--- config.mk ---
export PLATFORM = sky130hd
export DESIGN_NAME = vga_rx_monitor
export DESIGN_NICKNAME = d
export VERILOG_FILES = /design/src/rtl/vga_rx_monitor.sv
export SDC_FILE = /design/constraint.sdc
export NUM_CORES = 1
export LEC_CHECK = 0
export ABC_AREA = 1
export ABC_CLOCK_PERIOD_IN_PS = 2200
export CAP_MARGIN = 40
export CORE_UTILIZATION = 51
export CTS_CLUSTER_SIZE = 40
export DETAILED_ROUTE_END_ITERATION = 6
export PLACE_DENSITY = 0.76
export SETUP_SLACK_MARGIN = 0.3
export SLEW_MARGIN = 20
export SYNTH_ARGS = -nofsm -noshare
export SYNTH_HDL_FRONTEND = slang
export SYNTH_SLANG_ARGS = --single-unit
--- constraint.sdc ---
create_clock -name clk -period 2.2 [get_ports clk]
set_clock_uncertainty 0.1 [all_clocks]
set_input_delay 0.44 -clock clk [delete_from_list [all_inputs] [get_ports clk]]
set_output_delay 0.44 -clock clk [all_outputs]
set_load 0.02 [all_outputs]
--- src/rtl/vga_rx_monitor.sv ---
// TinyVGA PMOD receive monitor: measures line/frame timing and tracks lock.
// Define VGA_RX_CHECKSUM_EN to enable the per-frame pixel checksum.
module vga_rx_monitor #(
    parameter int H_TOTAL_EXP = 800,
    parameter int V_TOTAL_EXP = 525,
    parameter int LOCK_FRAMES = 2,
    parameter int WDT_W       = 20
) (
    input  logic        clk,
    input  logic        rst_n,
    input  logic [7:0]  pmod_in,
    output logic        locked,
    output logic        lock_lost,
    output logic        frame_done,
    output logic [9:0]  h_total,
    output logic [9:0]  v_total,
    output logic [15:0] frame_sum
);

    localparam logic [1:0] S_SEARCH = 2'd0;
    localparam logic [1:0] S_CHECK  = 2'd1;
    localparam logic [1:0] S_LOCKED = 2'd2;

    localparam logic [9:0] H_EXP  = 10'(H_TOTAL_EXP);
    localparam logic [9:0] V_EXP  = 10'(V_TOTAL_EXP);
    localparam logic [3:0] LOCK_N = 4'(LOCK_FRAMES);
    localparam logic [9:0] CNT_MAX = 10'h3FF;

    logic [7:0]       pmod_q, pmod_d;
    logic             hs_prev_q, hs_prev_d;
    logic             vs_prev_q, vs_prev_d;
    logic [9:0]       h_cnt_q, h_cnt_d;
    logic [9:0]       v_cnt_q, v_cnt_d;
    logic             h_seen_q, h_seen_d;
    logic             line_bad_q, line_bad_d;
    logic [3:0]       good_cnt_q, good_cnt_d;
    logic [WDT_W-1:0] wd_q, wd_d;
    logic [1:0]       state_q, state_d;
    logic             frame_done_q, frame_done_d;
    logic             lock_lost_q, lock_lost_d;
    logic [9:0]       h_total_q, h_total_d;
    logic [9:0]       v_total_q, v_total_d;

    logic       hs, vs, hs_edge, vs_edge, active;
    logic       h_upd, h_bad, frame_good, timeout;
    logic [9:0] h_meas, v_meas;
    logic [3:0] good_inc;

    assign hs      = pmod_q[7];
    assign vs      = pmod_q[3];
    assign hs_edge = hs_prev_q & ~hs;
    assign vs_edge = vs_prev_q & ~vs;
    assign active  = (state_q != S_SEARCH);

    assign h_meas = (h_cnt_q == CNT_MAX) ? CNT_MAX : h_cnt_q + 10'd1;
    assign h_upd  = hs_edge & active & h_seen_q;
    assign h_bad  = h_upd & (h_meas != H_EXP);

    // A line that ends on the vsync edge belongs to the frame that ends there.
    assign v_meas = (hs_edge && v_cnt_q != CNT_MAX) ? v_cnt_q + 10'd1 : v_cnt_q;
    assign frame_good = ~(line_bad_q | h_bad) & (v_meas == V_EXP);
    assign good_inc   = good_cnt_q + 4'd1;
    assign timeout    = active & (&wd_q) & ~vs_edge;

    always_comb begin
        pmod_d       = pmod_in;
        hs_prev_d    = hs;
        vs_prev_d    = vs;
        h_cnt_d      = h_cnt_q;
        v_cnt_d      = v_cnt_q;
        h_seen_d     = h_seen_q;
        line_bad_d   = line_bad_q;
        good_cnt_d   = good_cnt_q;
        wd_d         = (&wd_q) ? wd_q : wd_q + 1'b1;
        state_d      = state_q;
        frame_done_d = 1'b0;
        lock_lost_d  = 1'b0;
        h_total_d    = h_total_q;
        v_total_d    = v_total_q;

        if (hs_edge) begin
            h_cnt_d = '0;
        end else if (h_cnt_q != CNT_MAX) begin
            h_cnt_d = h_cnt_q + 10'd1;
        end
        if (hs_edge && v_cnt_q != CNT_MAX) begin
            v_cnt_d = v_cnt_q + 10'd1;
        end

        if (!active) begin
            h_seen_d = 1'b0;
        end else if (hs_edge) begin
            h_seen_d = 1'b1;
        end
        if (h_upd) begin
            h_total_d = h_meas;
        end
        if (h_bad) begin
            line_bad_d = 1'b1;
        end

        if (vs_edge) begin
            v_total_d  = v_meas;
            v_cnt_d    = '0;
            line_bad_d = 1'b0;
            wd_d       = '0;
            unique case (state_q)
                S_SEARCH: begin
                    state_d    = S_CHECK;
                    good_cnt_d = '0;
                end
                S_CHECK: begin
                    frame_done_d = 1'b1;
                    if (frame_good) begin
                        good_cnt_d = good_inc;
                        if (good_inc == LOCK_N) begin
                            state_d = S_LOCKED;
                        end
                    end else begin
                        good_cnt_d = '0;
                    end
                end
                S_LOCKED: begin
                    frame_done_d = 1'b1;
                    if (!frame_good) begin
                        state_d     = S_CHECK;
                        good_cnt_d  = '0;
                        lock_lost_d = 1'b1;
                    end
                end
                default: begin
                    state_d    = S_SEARCH;
                    good_cnt_d = '0;
                end
            endcase
        end else if (timeout) begin
            state_d     = S_SEARCH;
            lock_lost_d = (state_q == S_LOCKED);
            h_cnt_d     = '0;
            v_cnt_d     = '0;
            wd_d        = '0;
            good_cnt_d  = '0;
            line_bad_d  = 1'b0;
            h_seen_d    = 1'b0;
        end
    end

    always_ff @(posedge clk or negedge rst_n) begin
        if (!rst_n) begin
            pmod_q       <= 8'hFF;
            hs_prev_q    <= 1'b1;
            vs_prev_q    <= 1'b1;
            h_cnt_q      <= '0;
            v_cnt_q      <= '0;
            h_seen_q     <= 1'b0;
            line_bad_q   <= 1'b0;
            good_cnt_q   <= '0;
            wd_q         <= '0;
            state_q      <= S_SEARCH;
            frame_done_q <= 1'b0;
            lock_lost_q  <= 1'b0;
            h_total_q    <= '0;
            v_total_q    <= '0;
        end else begin
            pmod_q       <= pmod_d;
            hs_prev_q    <= hs_prev_d;
            vs_prev_q    <= vs_prev_d;
            h_cnt_q      <= h_cnt_d;
            v_cnt_q      <= v_cnt_d;
            h_seen_q     <= h_seen_d;
            line_bad_q   <= line_bad_d;
            good_cnt_q   <= good_cnt_d;
            wd_q         <= wd_d;
            state_q      <= state_d;
            frame_done_q <= frame_done_d;
            lock_lost_q  <= lock_lost_d;
            h_total_q    <= h_total_d;
            v_total_q    <= v_total_d;
        end
    end

`ifdef VGA_RX_CHECKSUM_EN
    logic [5:0]  pix;
    logic [15:0] acc_q, acc_d, acc_sum;
    logic [15:0] frame_sum_q, frame_sum_d;

    // Pixel order is {R1,R0,G1,G0,B1,B0}.
    assign pix     = {pmod_q[0], pmod_q[4], pmod_q[1],
                      pmod_q[5], pmod_q[2], pmod_q[6]};
    assign acc_sum = acc_q + {10'd0, pix};

    always_comb begin
        acc_d       = acc_sum;
        frame_sum_d = frame_sum_q;
        if (!active || timeout) begin
            acc_d = '0;
        end else if (vs_edge) begin
            frame_sum_d = acc_sum;
            acc_d       = '0;
        end
    end

    always_ff @(posedge clk or negedge rst_n) begin
        if (!rst_n) begin
            acc_q       <= '0;
            frame_sum_q <= '0;
        end else begin
            acc_q       <= acc_d;
            frame_sum_q <= frame_sum_d;
        end
    end

    assign frame_sum = frame_sum_q;
`else
    assign frame_sum = '0;
`endif

    assign locked     = (state_q == S_LOCKED);
    assign lock_lost  = lock_lost_q;
    assign frame_done = frame_done_q;
    assign h_total    = h_total_q;
    assign v_total    = v_total_q;

endmodule

Yosys cells after proc, flatten, opt, wreduce, memory -nomap -nowiden
Index checks and enable logic that the tools add are counted.
{"block": "op_classes", "addsub": 4, "eq_ne": 12, "mux": 35, "n_bitwise": 13, "reduce_logical": 9}
{"cell": "10-bit two-way mux", "n": 8}
{"cell": "20-bit two-way mux", "n": 3}
{"cell": "10-bit != test, second input constant", "n": 3}
{"cell": "10-bit by 1-bit adder with 10-bit output, second input constant", "n": 2}
{"cell": "20-bit by 1-bit adder with 20-bit output, second input constant", "n": 1}
{"cell": "10-bit equality test, second input constant", "n": 2}
{"cell": "20-bit AND reduction", "n": 1}
{"cell": "4-bit two-way mux", "n": 4}
{"cell": "1-bit two-way mux", "n": 13}
{"cell": "3-bit != test, second input constant", "n": 4}
{"cell": "2-bit two-way mux", "n": 5}
{"cell": "1-bit bitwise AND", "n": 8}
{"cell": "4-bit case mux with 2 select lines", "n": 1}
{"cell": "2-bit case mux with 3 select lines", "n": 1}
{"cell": "4-bit by 1-bit adder with 4-bit output, second input constant", "n": 1}
{"cell": "4-bit by 2-bit equality test with 1-bit output, second input constant", "n": 1}
{"cell": "1-bit NOT", "n": 4}
{"cell": "4-bit AND reduction", "n": 1}
{"cell": "2-bit nonzero test", "n": 2}
{"cell": "3-bit nonzero test", "n": 1}
{"cell": "2-bit by 1-bit equality test with 1-bit output, second input constant", "n": 1}
{"cell": "2-bit equality test, second input constant", "n": 1}
{"cell": "2-bit logical NOT", "n": 1}
{"cell": "2-bit AND reduction", "n": 1}
{"cell": "other kinds (3)", "n": 3}
{"block": "totals", "regBits": 80, "inputBits": 10, "out_inout_bits": 39, "elab_cells": 87}

Depth between registers and ports, before layout
{"block": "depth", "word_depth": 11, "mapped_depth": 20, "ltp_nobuf": 20}

Worst setup path after synthesis
Ideal clock, no wire load.
{"block": "synth_path", "path_kind": "reg-to-reg", "startpoint": "register h_cnt_q[0]", "endpoint": "register good_cnt_q[0]", "setup_time_ns": 0.118, "arrival_time_ns": 2.047, "required_time_ns": 1.982, "setup_slack_ns": -0.065, "stages_incl_launch_ff": 20, "path_buffers": 0, "period_less_slack_ns": 2.265, "cell_sequence": "dfrtp_1 > ha_1 > nand2_1 > nor2_4 > nand4_4 > ha_1 > inv_1 > nor2_1 > nand2_1 > nor2_1 > nand3_1 > nor2_1 > nand2_1 > nand2_1 > nand2_1 > nor2_2 > a21oi_4 > inv_2 > nand2_1 > nand2_1"}
{"block": "synth_via", "elab_chain_len": 10, "elab_cells_between_ends": 13, "cone_classes": "add/sub (1); eq/ne (3); mux (4); bitwise (4); reduce/logical (1)"}
{"element": "start: declaration", "line_no": "32", "source": "logic [9:0] h_cnt_q, h_cnt_d;"}
{"element": "start signal: assignment", "line_no": "168", "source": "h_cnt_q <= h_cnt_d;"}
{"element": "10-bit by 1-bit adder with 10-bit output / 10-bit equality test (equally long branches)", "line_no": "55", "source": "assign h_meas = (h_cnt_q == CNT_MAX) ? CNT_MAX : h_cnt_q + 10'd1;"}
{"element": "10-bit two-way mux (*)", "line_no": "55"}
{"element": "10-bit != test (*)", "line_no": "57", "source": "assign h_bad = h_upd & (h_meas != H_EXP);"}
{"element": "1-bit bitwise AND (*)", "line_no": "57"}
{"element": "1-bit bitwise OR (*)", "line_no": "61", "source": "assign frame_good = ~(line_bad_q | h_bad) & (v_meas == V_EXP);"}
{"element": "1-bit NOT (*)", "line_no": "61"}
{"element": "1-bit bitwise AND (*)", "line_no": "61"}
{"element": "4-bit two-way mux", "line_no": "114", "source": "if (frame_good) begin"}
{"element": "4-bit case mux with 2 select lines", "line_no": "107", "source": "unique case (state_q)"}
{"element": "4-bit two-way mux", "line_no": "102", "source": "if (vs_edge) begin"}
{"element": "end signal: assignment", "line_no": "172", "source": "good_cnt_q <= good_cnt_d;"}
{"element": "end: declaration", "line_no": "36", "source": "logic [3:0] good_cnt_q, good_cnt_d;"}
Mark *: on every way between the ends. The rest lies on a longest branch, timed or not.
A chain may end at the register's enable or synchronous reset.

Final worst setup path
{"block": "layout_path", "startpoint": "register h_cnt_q[0]", "endpoint": "register good_cnt_q[2]"}
The elaborated chain is that of the path after synthesis.

==> impl_metrics.ini <==
[outcome]
status = finished with violations
violations = setup timing

[sta]
setup_ws_ns = -0.126
hold_viol_final = 0
finalCriticalPeriod_ns = 2.33
tightest_slew_ns = 0.628
fin_setup_tns_ns = -0.757
maxSlewViolCount = 0
finalSetupViolCount = 7
rsz0062_at_grt = yes
period_share_pct = 106
max_freq_mhz = 430
relSlewSlack_pct = 58.0
fin_hold_ws_ns = 0.283

[global_route]
grt_pass1_wl_mm = 16.8
antenna_found_initial = 0
grt_max_degree = 39
grt_pass1_vias = 3756
grtUsageTotal_pct = 24.7
grt_overflow = 0

[clock_network]
clk_latency_ns = 0.36
cts.sinks = 74
h-tree-depth = 3
numCtsBuffers = 9
clock_path_buffers = 2
tritoncts = done
clkSlewWorstSetupHoldPaths_ns = 0.07
root_buffer = clkbuf_8

[yosys]
synth_seq_cells = 74
yosys_warnings = 0
syn_area_per_cell_um2 = 7.62
netlist_area_um2 = 4270
synth_top_area_share_pct = 41.0
ys_top_cells_by_area = dfrtp_1 41%, nand2_1 12%, inv_1 6.4%
syn_inst = 560
synth_edf_count = 0
async_reset_ff_share_pct = 100
seq_area_frac_synth_pct = 43.5
ys.flop_type = dfrtp_1
yosys.area.top_type = dfrtp_1
ys_types = 45

[power_and_ir_drop]
swShare_pct = 32.4
p_comb_share_pct = 26.0
peakVddDrop_mv = 0.423
power_frac_clock_pct = 27.7
p_leak_nw = 2.85
power_density_nw_per_um2 = 588
seq_power_share_pct = 46.3
p_switching_mw = 1.11
internal_power_mw = 2.32
design_power_total_mw = 3.43

[placement]
gp_congestion = 0.942
place_hpwl_mm = 7.01
io_buffers = 26
dp_cells = 732
pre_cts_ws_ns = -0.0850

[cells_and_area]
layout_common_cells = 123 x nand2_1, 67 x dfrtp_1, 63 x inv_1
drive_gt1_share_pct = 33.0
fin_cells = 781
nets = 691
nFillCells = 555
layout_commonest_cell = nand2_1
area_delta_synth_final_pct = 36.6
antenna_cells = 0

[setup_path]
cp-start-kind = flip-flop
crit_path_max_fanout = 8
critical_path_arrival_ns = 2.47
cp-end-kind = flip-flop
crit_required_ns = 2.34
critPathKind = reg2reg

[floorplanning]
rows = 33
die_x_um = 93.5
coreArea_um2 = 8180
pin_count = 49
chipHeight_um = 93.5
start_util_pct = 52.2
dieArea_um2 = 8740

[drt]
dr_total_vias = 4231
avgViaCountPerCell = 5.42
drc = 0
drt_first_pass_iters = 7
ant_nets = 0
wl_per_cell_um = 15.2
drt_iter0_drc = 240
finalWirelength_mm = 11.9

[job]
drv_cap = 0

[worst_hold_path]
min_path_type = reg2reg
-- worst max-delay path: stages (launching register included) --
cell,delay (ns)
dfrtp_1,0.41
buf_4,0.16
nand3_1,0.19
buf_4,0.16
nor2_1,0.03
nand3_1,0.09
nand2_1,0.08
nor2_2,0.11
nor2_1,0.06
nand2_1,0.07
nand2_1,0.07
nand2_2,0.13
nor2_4,0.05
a21oi_4,0.27
inv_2,0.10
nand2_1,0.08
nand2_1,0.05
-- per-layer routing --
layer	up-vias	track usage [%]	share of wire, %
li1	1982	-	-
met1	2008	31.9	42
met2	189	40.8	49
met3	52	2.93	5.5
met4	0	12.7	4.1
met5	-	0	0
-- path summary, 6_finish.rpt --
kind                       startpoint            end  slack, ns  cells past startpoint
hold / removal              pmod_q[3]      vs_prev_q       0.28                      0
min in group asynchronous       rst_n     h_cnt_q[1]       0.50                      2
setup / recovery           h_cnt_q[0]  good_cnt_q[2]      -0.13                     16
setup reg to reg           h_cnt_q[0]  good_cnt_q[2]      -0.13                     16
hold reg to reg             pmod_q[3]      vs_prev_q       0.28                      0
max in group asynchronous       rst_n       wd_q[14]       0.94                      3
-- cell type report --
type	instances	area, um^2	area share [%]
flip-flops and latches	74	1860	31.9
clock buffers	15	156	2.68
well taps	105	131	2.25
inverters	81	319	5.47
clock inverters	1	5.00	0.0858
repair inverters	1	7.51	0.129
repair buffers	105	933	16.0
multi-input cells	399	2420	41.5
-- state kept, by name, indices dropped and copies added (netlist names), 2 cells and up --
signal / cells
good_cnt_q: 4
v_cnt_q: 10
wd_q: 20
state_q: 2
v_total: 10
h_cnt_q: 10
h_total: 10
pmod_q: 2
-- cell families (layout without fill, tap and decap cells) --
kind of cell | Yosys count | in the layout | synth area share [%]
adders and majority gates | 10 | 10 | 2.93
DFF | 74 | 74 | 43.5
and+or+nand+nor | 309 | 311 | 33.9
buffers and inverters | 104 | 203 | 10.8
xor gates and xnor gates | 6 | 6 | 1.23
other | 1 | 16 | 0.0879
AOI/OAI and AO/OA | 56 | 56 | 7.62
-- synthesized netlist by cell type (2+ instances only) --
master and count:
buf_4 17, a31oi_1 3, nand2_2 10, nor2_2 7, a21oi_1 15, clkbuf_1 3
o21ai_0 28, nand2_1 138, xor2_1 2, nand3_1 40, nor3b_1 3, dfrtp_1 70
ha_1 10, buf_2 3, o211ai_1 2, nand4_1 12, nor3_1 9, inv_2 5
clkinv_1 2, nor2_1 71, nor2_4 3, nand3b_1 6, inv_1 73, xnor2_1 4
dfstp_2 4
-- power by group through the flow --
stage | sequential [mW] | combinational, mW | clock, mW
3_5_place_dp | 1.59 | 0.737 | 0
2_1_floorplan | 1.63 | 0.393 | 0
3_3_place_gp | 1.58 | 0.720 | 0
5_1_grt | 1.60 | 0.981 | 1.00
6_report | 1.59 | 0.891 | 0.951
4_1_cts | 1.57 | 0.778 | 0.948
-- metrics by stage --
stage | util (%) | instance area (um^2)
CTS | 65.8 | 5380
global placement | 60.9 | 4980
finish | 71.3 | 5830
floorplan | - | 4360
global route | 71.3 | 5830
detailed placement | 60.9 | 4980
-- repair_timing --
action	4_1_cts	5_1_grt
hold buffers	1	0
pin swaps	21	28
setup buffers	9	20
hold endpoints to repair	33	0
endpoints found under the setup margin	33	60
gates resized for setup	43	97
gates cloned	2	1
Power figures use the tool's default switching activity.
==> patch 1: new RTL, same flow settings <==
`WDT_W`: 20 -> 30.
--- a/src/rtl/vga_rx_monitor.sv
+++ b/src/rtl/vga_rx_monitor.sv
@@ -4,7 +4,7 @@
     parameter int H_TOTAL_EXP = 800,
     parameter int V_TOTAL_EXP = 525,
     parameter int LOCK_FRAMES = 2,
-    parameter int WDT_W       = 20
+    parameter int WDT_W       = 30
 ) (
     input  logic        clk,
     input  logic        rst_n,
Function: same outputs for any inputs over 10 cycles, from zero or initial values and one cycle with rst_n low; that may be too few to reach the edited logic, so the function may still have changed.
==> patch 1 against the original RTL <==
The flow still finishes with violations (negative setup slack); power rose by 12%; sequential cell count is 10 higher; first-iteration DRC count grew 110%; synthesized area rose by 14%; worst setup slack worse by 0.12 ns; non-clock buffer count up 16; count of clock-buffer cells in the layout down 5; sequential power increased by 12%; sequential share of layout area is 1.0 points lower; die area increased by 14%; wire length rose by 30%; hold slack got worse by 0.020 ns; cell area up 17%.
==> patch 1: results <==
cts:
  post_cts_buffers: 31
  cts_buffers: 9
  clk_pin_slew_ns: 0.09
outcome:
  status: "finished with violations"
  violations: "negative setup slack"
place:
  place_area_um2: 5475
  gp_congestion: 0.9671
  dp_hpwl_um: 7937
  place_inst: 789
  place_ws_ns: -0.1752
route:
  post_drt_wl_per_cell_um: 17.81
  wl_um: 15420
  dr_wl_met2_um: 7402
  dr.max_layer_used: "met4"
  route.met3.wl_um: 1136
  num_vias: 4987
  drtPass1Iterations: 5
  met1_length_um: 5754
  drtIter0Drc: 500
timing:
  worst_slew_pin_slew_ns: 0.6814
  fin_crit_sh: 1.111
  setup_tns_ns: -1.509
  setup_slack_ns: -0.2438
  setup_viol: 9
  timing.hold.ws_ns: 0.2628
worst_hold_path:
  min_from: "pmod_q[3]$_DFF_PN1_"
logic_synthesis:
  synthAdderAreaFrac: 0.02567
  synth_compound_area_frac: 0.08190
  syn_avg_cell_area_um2: 7.989
  synth-xor-area-share: 0.03055
  synth.top_cells.by_count: "134 x nand2_1, 80 x dfrtp_1, 74 x nor2_1, 68 x inv_1, 38 x nand3_1"
  yosysWarningCount: 0
  synth_area_leaders: "dfrtp_1 41%, nand2_1 10%, nor2_1 5.7%, inv_1 5.2%, nand3_1 3.9%"
  ys.flop_type: "dfrtp_1"
  synth_cell_types: 48
grt:
  track_usage: 0.2571
  grt_pass1_vias: 4385
  grt_max_degree: 62
  grt.met1_usage: 0.3339
  grt_pass1_wl_um: 20270
  met2_usage: 0.4302
  met3_usage: 0.03795
cells_and_area:
  fillers: 552
  final_nets: 752
  layout-drive-gt1-share: 0.3786
  largest_reg_flops: 30
power_and_ir_drop:
  power.leakage_uw: 0.003225
  peakVddDrop_v: 0.0003454
worst_setup_path:
  reg2reg_depth: 18
  worst-path-max-fanout: 4
  rr_endpoint: "state_q[0]$_DFFE_PN0P_"
==> patch 1: changes by cell type after synthesis, moves of 4 or more <==
cell	before	now
a21oi_1	15	9
a31oi_1	3	7
dfrtp_1	70	80
inv_1	73	68
nand2_1	138	134
nand2_4	1	5
nand3_2	1	5
nor3_1	9	13
o21ai_0	28	32
o21ai_1	0	4
o31ai_1	0	4
xnor2_1	4	8
xor2_1	2	9
==> patch 1: power breakdown <==
part | total [uW] | leakage, uW | internal, uW | switching, uW
combinational | 910 | 0.00200 | 392 | 517
clock | 1140 | 0.0000983 | 554 | 587
sequential | 1780 | 0.00113 | 1660 | 120
==> patch 1: layout make-up <==
class / count / area, um^2 / area share
Multi-Input combinational cell: 437 / 2960 / 0.4324
Tap cell: 129 / 161.4 / 0.02357
Sequential cell: 84 / 2113 / 0.3087
Inverter: 79 / 319.1 / 0.04660
Clock inverter: 6 / 63.81 / 0.009320
Timing Repair Buffer: 121 / 1091 / 0.1594
Clock buffer: 10 / 137.6 / 0.02010
==> patch 2: new RTL, same settings <==
Made on the original files. `wd_q` no longer has a reset.
--- a/src/rtl/vga_rx_monitor.sv
+++ b/src/rtl/vga_rx_monitor.sv
@@ -155,7 +155,6 @@
             h_seen_q     <= 1'b0;
             line_bad_q   <= 1'b0;
             good_cnt_q   <= '0;
-            wd_q         <= '0;
             state_q      <= S_SEARCH;
             frame_done_q <= 1'b0;
             lock_lost_q  <= 1'b0;
@@ -170,13 +169,16 @@
             h_seen_q     <= h_seen_d;
             line_bad_q   <= line_bad_d;
             good_cnt_q   <= good_cnt_d;
-            wd_q         <= wd_d;
             state_q      <= state_d;
             frame_done_q <= frame_done_d;
             lock_lost_q  <= lock_lost_d;
             h_total_q    <= h_total_d;
             v_total_q    <= v_total_d;
         end
+    end
+
+    always_ff @(posedge clk) begin
+        wd_q <= wd_d;
     end
 
 `ifdef VGA_RX_CHECKSUM_EN
Function: no difference found for any inputs over 10 cycles, from zero or initial values and one cycle with rst_n low; that may be too few to reach the edited logic, so the function may still have changed.
==> patch 2 against the original RTL <==
The run still ends with negative setup slack left; wire length down 11%; clock power rose by 11%; non-clock buffer count down 8; sequential cell count unchanged; maximum frequency is 2.1% lower; combinational power decreased by 9.5%; sequential share of layout area rose by 0.33 points; cell area shrank 6.1%; power is 0.35% higher; first-iteration DRC count shrank 31%; synthesized area shrank 9.6%; worst setup slack got worse by 0.050 ns; critical path type unchanged.
==> patch 2: results <==
cells_and_area:
  nonClockInverterCount: 79
  buffer_area_frac: 0.1672
  clkCellAreaFrac: 0.03540
  final_cells: 710
  multi_input_gates: 345
  buffers: 97
  layout-drive-gt1-share: 0.3241
  final_nets: 626
power_and_ir_drop:
  power_uw: 3440
  p_clk_uw: 1060
  switching_share: 0.3161
  peakVddDrop_v: 0.0003939
timing:
  setup_viol: 7
  setup_slack_ns: -0.1764
worst_setup_path:
  worst-path-max-fanout: 6
  rr_endpoint: "state_q[1]$_DFFE_PN0P_"
  reg2reg_depth: 19
route:
  wl_um: 10500
  drtIter0Drc: 166
  drtPass1Iterations: 5
grt:
  grt_max_degree: 38
  grt_pass1_vias: 3250
  track_usage: 0.2310
place:
  gp_congestion: 0.8607
  dp_hpwl_um: 5803
  place_inst: 664
cts:
  cts_resized: 35
logic_synthesis:
  synth_cell_types: 39
  synthAdderAreaFrac: 0.03245
  synth_top_cell_area_share: 0.3245
  seq_area_frac_synth: 0.4555
  async_flop_share: 0.7297
  synth-xor-area-share: 0.01363
  synth.top_cells.by_count: "119 x nand2_1, 68 x inv_1, 60 x nor2_1, 50 x dfrtp_1, 33 x nand3_1"
  synth_area_leaders: "dfrtp_1 32%, nand2_1 12%, dfxtp_1 10%, inv_1 6.6%, nor2_1 5.8%"
outcome:
  violations: "negative setup slack"
  status: "finished with violations"
==> patch 2: cell count changes after synthesis, moves of 4 or more <==
cell	before	now
nand2_1	138	119
nand3_1	40	33
dfxtp_1	0	20
o21ai_0	28	20
nor2_1	71	60
o21ai_1	0	10
inv_1	73	68
nand4_1	12	7
a31oi_1	3	7
dfrtp_1	70	50
nand3b_1	6	2
nor2_2	7	2
==> patch 2: metrics by stage <==
stage | setup TNS, ns | setup WS, ns | utilization | area (um^2)
floorplan | -0.9054 | -0.1531 | - | 3949
global placement | -0.3842 | -0.08219 | 0.6163 | 4494
detailed placement | -0.6980 | -0.1366 | 0.6163 | 4494
CTS | -0.5761 | -0.1050 | 0.6815 | 4970
global route | -2.112 | -0.3300 | 0.7512 | 5478
finish | -0.9986 | -0.1764 | 0.7512 | 5478
==> patch 2: layer usage <==
metal	wire [um]	track usage	up-vias
met4	355	0.08658	0
met3	529	0.06371	37
met5	0	0	-
li1	-	-	1767
met1	3941	0.2769	1796
met2	5677	0.3979	140
